File: src/rtl/uart_defs.sv
// Shared definitions for the UART receive FIFO: control FSM encodings and
// default word width.
package uart_defs;

    localparam int DB_DEF = 8;

    localparam logic [1:0] FIFO_EMPTY   = 2'b00;
    localparam logic [1:0] FIFO_PARTIAL = 2'b01;
    localparam logic [1:0] FIFO_FULL    = 2'b10;

endpackage

File: src/rtl/fifo_ptr_ctrl.sv
// Pointer, occupancy and status control for the UART RX FIFO.
// Owns the EMPTY/PARTIAL/FULL FSM; the storage lives in the parent.
module fifo_ptr_ctrl
    import uart_defs::*;
#(
    parameter int W        = 2,
    parameter int AF_LEVEL = 3
) (
    input  logic         clk,
    input  logic         reset_n,
    input  logic         push,
    input  logic         pop,
    input  logic         clr_ovf,
    output logic         wr_en,
    output logic [W-1:0] wr_ptr,
    output logic [W-1:0] rd_ptr,
    output logic [W:0]   count,
    output logic         rx_empty,
    output logic         rx_full,
    output logic         almost_full,
    output logic         overflow
);

    localparam int           DEPTH_I = 1 << W;
    localparam logic [W:0]   DEPTH   = DEPTH_I[W:0];
    localparam logic [W:0]   AF_W    = AF_LEVEL[W:0];
    localparam logic [W:0]   CNT_ONE = 1;
    localparam logic [W-1:0] PTR_ONE = 1;

    logic [1:0]   state_q, state_d;
    logic [W-1:0] wr_ptr_q, wr_ptr_d;
    logic [W-1:0] rd_ptr_q, rd_ptr_d;
    logic [W:0]   count_q, count_d;
    logic         empty_q, empty_d;
    logic         full_q, full_d;
    logic         af_q, af_d;
    logic         ovf_q, ovf_d;
    logic         push_ok, pop_ok;
    logic         wr_inc, rd_inc;

    // A push into a full FIFO is still accepted when a pop frees the head slot.
    always_comb begin
        push_ok = push & (~full_q | pop);
        pop_ok  = pop & ~empty_q;
    end

    always_ff @(posedge clk or negedge reset_n) begin
        if (!reset_n) state_q <= FIFO_EMPTY;
        else          state_q <= state_d;
    end

    always_comb begin
        state_d = state_q;
        case (state_q)
            FIFO_EMPTY: begin
                if (push_ok) state_d = FIFO_PARTIAL;
            end
            FIFO_PARTIAL: begin
                if (pop_ok && !push_ok && count_q == CNT_ONE)
                    state_d = FIFO_EMPTY;
                else if (push_ok && !pop_ok && count_q == DEPTH - CNT_ONE)
                    state_d = FIFO_FULL;
            end
            FIFO_FULL: begin
                if (pop_ok && !push_ok) state_d = FIFO_PARTIAL;
            end
            default: state_d = FIFO_EMPTY;
        endcase
    end

    always_comb begin
        wr_en  = push_ok;
        wr_inc = push_ok;
        rd_inc = pop_ok && (state_q != FIFO_EMPTY);
    end

    always_comb begin
        wr_ptr_d = wr_inc ? wr_ptr_q + PTR_ONE : wr_ptr_q;
        rd_ptr_d = rd_inc ? rd_ptr_q + PTR_ONE : rd_ptr_q;
        count_d  = count_q;
        case ({wr_inc, rd_inc})
            2'b10:   count_d = count_q + CNT_ONE;
            2'b01:   count_d = count_q - CNT_ONE;
            default: count_d = count_q;
        endcase
        empty_d = (count_d == '0);
        full_d  = (count_d == DEPTH);
        af_d    = (count_d >= AF_W);
        // A dropped word outranks a clear in the same cycle.
        ovf_d   = (push & ~push_ok) | (ovf_q & ~clr_ovf);
    end

    always_ff @(posedge clk or negedge reset_n) begin
        if (!reset_n) begin
            wr_ptr_q <= '0;
            rd_ptr_q <= '0;
            count_q  <= '0;
            empty_q  <= 1'b1;
            full_q   <= 1'b0;
            af_q     <= 1'b0;
            ovf_q    <= 1'b0;
        end else begin
            wr_ptr_q <= wr_ptr_d;
            rd_ptr_q <= rd_ptr_d;
            count_q  <= count_d;
            empty_q  <= empty_d;
            full_q   <= full_d;
            af_q     <= af_d;
            ovf_q    <= ovf_d;
        end
    end

    always_comb begin
        wr_ptr      = wr_ptr_q;
        rd_ptr      = rd_ptr_q;
        count       = count_q;
        rx_empty    = empty_q;
        rx_full     = full_q;
        almost_full = af_q;
        overflow    = ovf_q;
    end

endmodule

File: src/rtl/uart_rx_fifo_ctrl.sv
// UART receive FIFO: first-word-fall-through storage of {rx_err, data}
// entries with full/almost-full/count status and sticky overflow.
module uart_rx_fifo_ctrl
    import uart_defs::*;
#(
    parameter int DB       = DB_DEF,
    parameter int W        = 2,
    parameter int AF_LEVEL = 3
) (
    input  logic          clk,
    input  logic          reset_n,
    input  logic [DB-1:0] d_out,
    input  logic          rx_err,
    input  logic          rx_done,
    input  logic          rd,
    input  logic          clr_ovf,
    output logic [DB-1:0] r_data,
    output logic          r_err,
    output logic          rx_empty,
    output logic          rx_full,
    output logic          almost_full,
    output logic          overflow,
    output logic [W:0]    count
);

    localparam int DEPTH = 1 << W;

    logic [DB:0]  mem_q [DEPTH];
    logic         wr_en;
    logic [W-1:0] wr_ptr, rd_ptr;
    logic [DB:0]  head;

    fifo_ptr_ctrl #(
        .W        (W),
        .AF_LEVEL (AF_LEVEL)
    ) u_ctrl (
        .clk         (clk),
        .reset_n     (reset_n),
        .push        (rx_done),
        .pop         (rd),
        .clr_ovf     (clr_ovf),
        .wr_en       (wr_en),
        .wr_ptr      (wr_ptr),
        .rd_ptr      (rd_ptr),
        .count       (count),
        .rx_empty    (rx_empty),
        .rx_full     (rx_full),
        .almost_full (almost_full),
        .overflow    (overflow)
    );

    // Storage is not reset; emptiness alone gates what reaches the outputs.
    always_ff @(posedge clk) begin
        if (wr_en) mem_q[wr_ptr] <= {rx_err, d_out};
    end

    always_comb begin
        head   = mem_q[rd_ptr];
        r_data = '0;
        r_err  = 1'b0;
        if (!rx_empty) begin
            r_data = head[DB-1:0];
            r_err  = head[DB];
        end
    end

endmodule

File: config.mk
export PLATFORM = sky130hd
export DESIGN_NAME = uart_rx_fifo_ctrl
export DESIGN_NICKNAME = d
export VERILOG_FILES = /design/src/rtl/uart_defs.sv /design/src/rtl/fifo_ptr_ctrl.sv /design/src/rtl/uart_rx_fifo_ctrl.sv
export SDC_FILE = /design/constraint.sdc
export NUM_CORES = 1
export LEC_CHECK = 0
export ABC_CLOCK_PERIOD_IN_PS = 1900
export CAP_MARGIN = 20
export CORE_ASPECT_RATIO = 0.7
export CORE_MARGIN = 2
export CORE_UTILIZATION = 30
export DETAILED_ROUTE_END_ITERATION = 7
export MAX_ROUTING_LAYER = met4
export SYNTH_ARGS = -nofsm -noshare
export SYNTH_HDL_FRONTEND = slang
export SYNTH_SLANG_ARGS = --single-unit
export TNS_END_PERCENT = 20
File: constraint.sdc
create_clock -name clk -period 1.9 [get_ports clk]
set_input_delay 0.285 -clock clk [delete_from_list [all_inputs] [get_ports clk]]
set_output_delay 0.285 -clock clk [all_outputs]
set_load 0.01 [all_outputs]
; Word-level counts from Yosys, hierarchy flattened
; Memory sizes are Yosys's and may differ from the RTL's.
; Index checks and enable logic that the tools add are counted.
[word_totals]
out_inout_bits = 16
input_bits = 14
ram_bits = 36
regBits = 13
mem_count = 1
[classes]
n_reduce_logical = 11
add_sub_neg = 4
n_bitwise = 10
mux = 10
eq_ne = 10
order_cmp = 1
[memory_table]
columns = name, depth, width, read_ports, rd_ports_with_merged_regs, write_ports, line_no
row1 = mem_q, 4, 9, 1, 0, 1, uart_rx_fifo_ctrl.sv:28  ; logic [DB:0] mem_q [DEPTH];
[ops]
columns = op, count
row1 = 2-bit two-way mux, 4
row2 = 8-bit two-way mux, 1
row3 = 2-bit case mux with 3 select lines, 1
row4 = 3-bit case mux with 2 select lines, 1
row5 = 1-bit logical AND, 5
row6 = 2-bit by 1-bit adder with 2-bit output (second input constant), 2
row7 = 1-bit bitwise AND, 4
row8 = 2-bit by 1-bit == test with 1-bit output (second input constant), 2
row9 = 2-bit == test (second input constant), 2
row10 = 2-bit by 1-bit inequality test with 1-bit output (second input constant), 2
row11 = 1-bit inverter, 4
row12 = 3-bit by 1-bit adder with 3-bit output (second input constant), 1
row13 = 3-bit by 1-bit == test with 1-bit output (second input constant), 1
row14 = 3-bit by 2-bit == test with 1-bit output (second input constant), 1
row15 = 3-bit == test (second input constant), 1
row16 = 3-bit by 2-bit >= comparator with 1-bit output (second input constant), 1
row17 = 3-bit logical NOT, 1
row18 = 1-bit two-way mux, 3
row19 = 3-bit by 1-bit inequality test with 1-bit output (second input constant), 1
row20 = 3-bit AND reduction, 1
row21 = 3-bit by 1-bit subtractor with 3-bit output (second input constant), 1
row22 = 1-bit logical NOT, 2
row23 = 2-bit logical NOT, 1
row24 = 1-bit bitwise OR, 2
row25 = 2-bit nonzero test, 1

; Longest topological paths before layout
[logic_depth]
depth_word = 8
ltp_mapped = 8

; By module
; Synthesis repeated with hierarchy kept, for this count alone.
[hier_totals]
cells_unflattened = 146
hier_area_um2 = 2145.8
[by_module_without_submodules]
columns = mod, seq_area_each_um2, instances, cells_each, area_each_um2
row1 = uart_rx_fifo_ctrl, 1081.0, 1, 74, 1398.8
row2 = fifo_ptr_ctrl, 326.6, 1, 72, 747.0

; Worst setup path after synthesis
; No wires, ideal clock.
[synth_timing]
path_type = reg2reg
start = register u_ctrl.empty_q, in the netlist u_ctrl.rx_empty
end = register u_ctrl.af_q, in the netlist u_ctrl.almost_full
arrival_ns = 1.624
stages_incl_launch_ff = 8
setup_slack_ns = 0.158
cell_sequence = dfstp_2 > nand2b_1 > nor2_2 > inv_1 > ha_1 > a21oi_1 > o22ai_2 > a21o_1
[synth_via]
elab_chain_cells = 6
elab_cells_between_ends = 7
cone_classes = 1 x order compare / 2 x eq/ne / 1 x mux / 2 x bitwise / 1 x reduce/logical
[synth_rtl]
columns = item, line_no
row1 = start: declaration, fifo_ptr_ctrl.sv:34  ; logic empty_q, empty_d;
row2 = start signal: assignment, fifo_ptr_ctrl.sv:106  ; empty_q <= empty_d;
row3 = 1-bit inverter (*), fifo_ptr_ctrl.sv:44  ; pop_ok = pop & ~empty_q;
row4 = 1-bit bitwise AND (*), fifo_ptr_ctrl.sv:44
row5 = 1-bit logical AND (*), fifo_ptr_ctrl.sv:74  ; rd_inc = pop_ok && (state_q != FIFO_EMPTY);
row6 = net u_ctrl.rd_inc, fifo_ptr_ctrl.sv:39  ; logic wr_inc, rd_inc;
row7 = 2-bit by 1-bit == test with 1-bit output or 2-bit == test (tied branches), fifo_ptr_ctrl.sv:81  ; case ({wr_inc, rd_inc})
row8 = 3-bit case mux with 2 select lines (*), fifo_ptr_ctrl.sv:81
row9 = net u_ctrl.count_d[2], fifo_ptr_ctrl.sv:33  ; logic [W:0] count_q, count_d;
row10 = 3-bit by 2-bit >= comparator with 1-bit output (*), fifo_ptr_ctrl.sv:88  ; af_d = (count_d >= AF_W);
row11 = net u_ctrl.af_d, fifo_ptr_ctrl.sv:36  ; logic af_q, af_d;
row12 = end signal: assignment, fifo_ptr_ctrl.sv:100  ; af_q <= 1'b0;
row13 = end signal: assignment, fifo_ptr_ctrl.sv:108  ; af_q <= af_d;
row14 = end: declaration, fifo_ptr_ctrl.sv:36
; Mark *: on every way through the listed nets, which the timed path passes. The rest lies on a longest branch.
; A chain may end at the register's enable or synchronous reset.

; Worst setup path after layout
[layout_timing]
start = register u_ctrl.rd_ptr_q[0], in the netlist u_ctrl.rd_ptr[0]
end = output r_data[0]
[layout_via]
elab_chain_cells = 2
[layout_rtl]
columns = item, line_no
row1 = start: declaration, fifo_ptr_ctrl.sv:32  ; logic [W-1:0] rd_ptr_q, rd_ptr_d;
row2 = start signal: assignment, fifo_ptr_ctrl.sv:104  ; rd_ptr_q <= rd_ptr_d;
row3 = memory 4 x 9 bit, -
row4 = 8-bit two-way mux, uart_rx_fifo_ctrl.sv:61  ; if (!rx_empty) begin
row5 = end: declaration, uart_rx_fifo_ctrl.sv:17  ; output logic [DB-1:0] r_data,
; No other way between the ends.

==> metrics.txt <==
Slew @ Worst Pin=0.6158 ns; drc violations=0; DIE WIDTH=104.9 um; DR WL/cell=13.89 um; diode count=0; Switching Fraction=0.3102; sequential power share=0.398; dpl cells=271; clock sink total=49; initial antenna violation count=0; largest net degree at the start of global routing=16; Clock transition at path regs=0.09 ns; Int Power=0.002707 W; Post-Route WL=3946 um; gr ovfl total=0; DR vias=1238; CTS tree=done; Placement Rows=25; outcome=finished, violations left; Worst Setup Start Kind=flip-flop; Max-Cap Viols=0; cells after synthesis=132; final instance area=0.002849 mm2; router iterations before antenna repair=4; hold crit path type=primary input to asynchronous set/reset pin; Tmin final=2.009 ns; Mapped Area=0.002140 mm2; DIE AREA=0.007834 mm2; DRT iter0 DRCs=74; area post-placement=0.002729 mm2; Fmax achieved=497.7 MHz; unrepaired setup endpoints after global routing=yes; DP HPWL=2804 um; post-synth top area share=0.5053; number of global-route vias before repair=1212; P_sw=0.001217 W; P&R area growth vs syn=33.16%; chip height=74.66 um; Peak VDD IR=0.4524 mV; post-synthesis cell type count=33; cell taking the most area after synthesis=edfxtp_1; Worst-Skew Late Latency=0.30 ns; Reg area=0.001408 mm2; Routability Congestion=0.7581; fin util=0.4178; violated checks=setup timing; Logic pwr share=0.449; met2 Track Usage GR=0.1544; final period utilization=1.058; CTS max path bufs=2; I/O pins=30; Clock Power Share=0.153; all-layer global routing usage=0.1111; Core Footprint=0.006819 mm2; Worst setup EP type=primary output; critical path's slowest cell=mux4_2; clk_skew=0.01283 ns; antenna viol nets, final=0; Multi-input gate area=676.9 um2; CTS hold repair buffers=0; met1 Usage GRT=0.1528; P_leak=1.143 nW; Clock Tree Root=clkbuf_8; fill count=664; I/O Buffers=29; #FFs+latches synth=49; Data required, critical path=1.62 ns; final-stage net count=213; syn_nets=156; power per cell area=1377 mW/mm2; gr busiest metal=met2; Worst Path Arrival=1.72 ns; ranking of synthesized cells by area=edfxtp_1 51%, dfrtp_1 14%, mux4_2 8.4%, ha_1 5.8%, and2b_1 2.5%; Hold Fails Final Rpt=0; layout cells sized above 1=0.2947; worst-path maximum fanout=3; first-pass GRT wire length=6189 um; worst hold slack=0.3616 ns; non-filler instance count after layout=284; YS warnings=0; Max transition margin=0.5882; met3 Use GR=0.03636; number of H-tree levels=2; Top cell by count, worst path=buf_6; setup TNS=-0.7415 ns; Worst Slack Setup Final=-0.1093 ns; kind of critical path=flip-flop to primary output; Initial Utilization=0.3138; Setup Viol. Count Final=9; CTS Buf Count=5; CP max stage delay=0.50 ns; Avg Vias per Cell=4.359; synthesized area per cell=16.21 um2; Critical Path, Cell by Cell=buf_6 -> buf_6 -> mux4_2 -> and2b_1 -> buf_2; Final Max Tran Viols=0; Seq/Total Area, Yosys=0.6579
## cell usage after synthesis
cell type / count
o311a_1: 1
o22ai_1: 2
nand3_1: 1
mux4_1: 1
a21oi_1: 2
mux2i_1: 2
o211ai_1: 1
edfxtp_1: 36
nor2_2: 1
nor2b_1: 2
nand2_1: 5
o32ai_2: 1
and2b_1: 7
a21o_1: 1
mux4_2: 8
nor2_1: 3
nor3_1: 1
a32oi_1: 1
dfrtp_1: 12
inv_2: 1
buf_2: 1
ha_1: 10
buf_6: 1
o21ai_0: 5
nand2b_4: 1
xor2_1: 1
xnor2_1: 2
dfstp_2: 1
and3_1: 6
o22ai_2: 1
nand2b_1: 2
inv_1: 11
o31ai_1: 1
## metal layers
metal | wire length, um | vias up | part of all wire
met1 | 1875 | 598 | 0.48
met2 | 1730 | 33 | 0.44
li1 | - | 602 | -
met4 | 48 | 0 | 0.012
met5 | 0 | - | 0
met3 | 292 | 5 | 0.074
## final timing paths
| path | to | start | slack (ns) | depth (start not counted) |
|---|---|---|---|---|
| worst max-delay path | r_data[0] | u_ctrl.rd_ptr[0] | -0.11 | 5 |
| worst min-delay path | u_ctrl.count[0] | reset_n | 0.36 | 1 |
| worst max register to register | u_ctrl.almost_full | u_ctrl.rx_empty | 0.11 | 7 |
| worst min register to register | u_ctrl.state_q[0] | u_ctrl.state_q[0] | 0.53 | 1 |
| max in group asynchronous | u_ctrl.rd_ptr[0] | reset_n | 1.14 | 1 |
| min in group clk | u_ctrl.state_q[0] | u_ctrl.state_q[0] | 0.53 | 1 |
## cell type report
| class | count | share of cell area |
|---|---|---|
| clock buffer | 6 | 0.02547 |
| clock inverter | 2 | 0.005270 |
| inverter | 12 | 0.01581 |
| multi-input combinational | 69 | 0.2376 |
| sequential | 49 | 0.4941 |
| tap | 94 | 0.04128 |
| timing repair buffer | 52 | 0.1805 |
## placed cells by master (no fill, tap or decap), types with 5 or more instances in the layout
cell / instances
edfxtp_1: 36
clkdlybuf4s50_1: 19
buf_4: 13
dfrtp_1: 12
inv_1: 11
mux4_2: 9
ha_1: 9
and2b_1: 7
buf_2: 7
and3_1: 6
buf_6: 6
nand2_1: 5
o21ai_0: 5
clkbuf_8: 5
buf_12: 5
## kinds of logic after synthesis
group | synth area share
mux | 0.1058
simple gates | 0.08187
flops | 0.6579
compound gates | 0.05497
xor+xnor | 0.01228
fa+ha+maj | 0.05848
buf+inv | 0.02865
## flip-flops by register name, summed over array words and instances, names as in the netlist
signal,flops
u_ctrl.rx_full,1
u_ctrl.wr_ptr,2
u_ctrl.state_q,2
u_ctrl.rd_ptr,2
mem_q,36
u_ctrl.rx_empty,1
u_ctrl.count,3
u_ctrl.almost_full,1
u_ctrl.overflow,1
## critical path, delay by kind of cell (launching register included)
family,cells,cell delay (ns)
mux,1,0.50
flops,1,0.41
simple gates,1,0.17
buf+inv,3,0.34
## power groups by stage
stage / Sequential (W) / Clock, W / Combinational, W
after CTS: 0.00156 / 0.000627 / 0.00174
after global routing: 0.00158 / 0.000665 / 0.00194
after global placement: 0.00158 / 0 / 0.00171
after detailed placement: 0.00159 / 0 / 0.00172
final: 0.00156 / 0.000599 / 0.00176
after floorplan: 0.00158 / 0 / 0.000898
## timing repair
action / CTS / global route
gates resized for setup: 41 / 5
setup endpoints to repair: 9 / 11
setup buffers: 4 / 1
pin swaps: 0 / 0
## per-stage QoR
step | total power, W | setup slack [ns]
4_1_cts | 0.003933 | -0.1319
2_1_floorplan | 0.002477 | 0.1584
5_1_grt | 0.004184 | -0.1878
6_report | 0.003923 | -0.1093
3_3_place_gp | 0.003296 | -0.1545
3_5_place_dp | 0.003302 | -0.1994
Power figures use the tool's default switching activity.
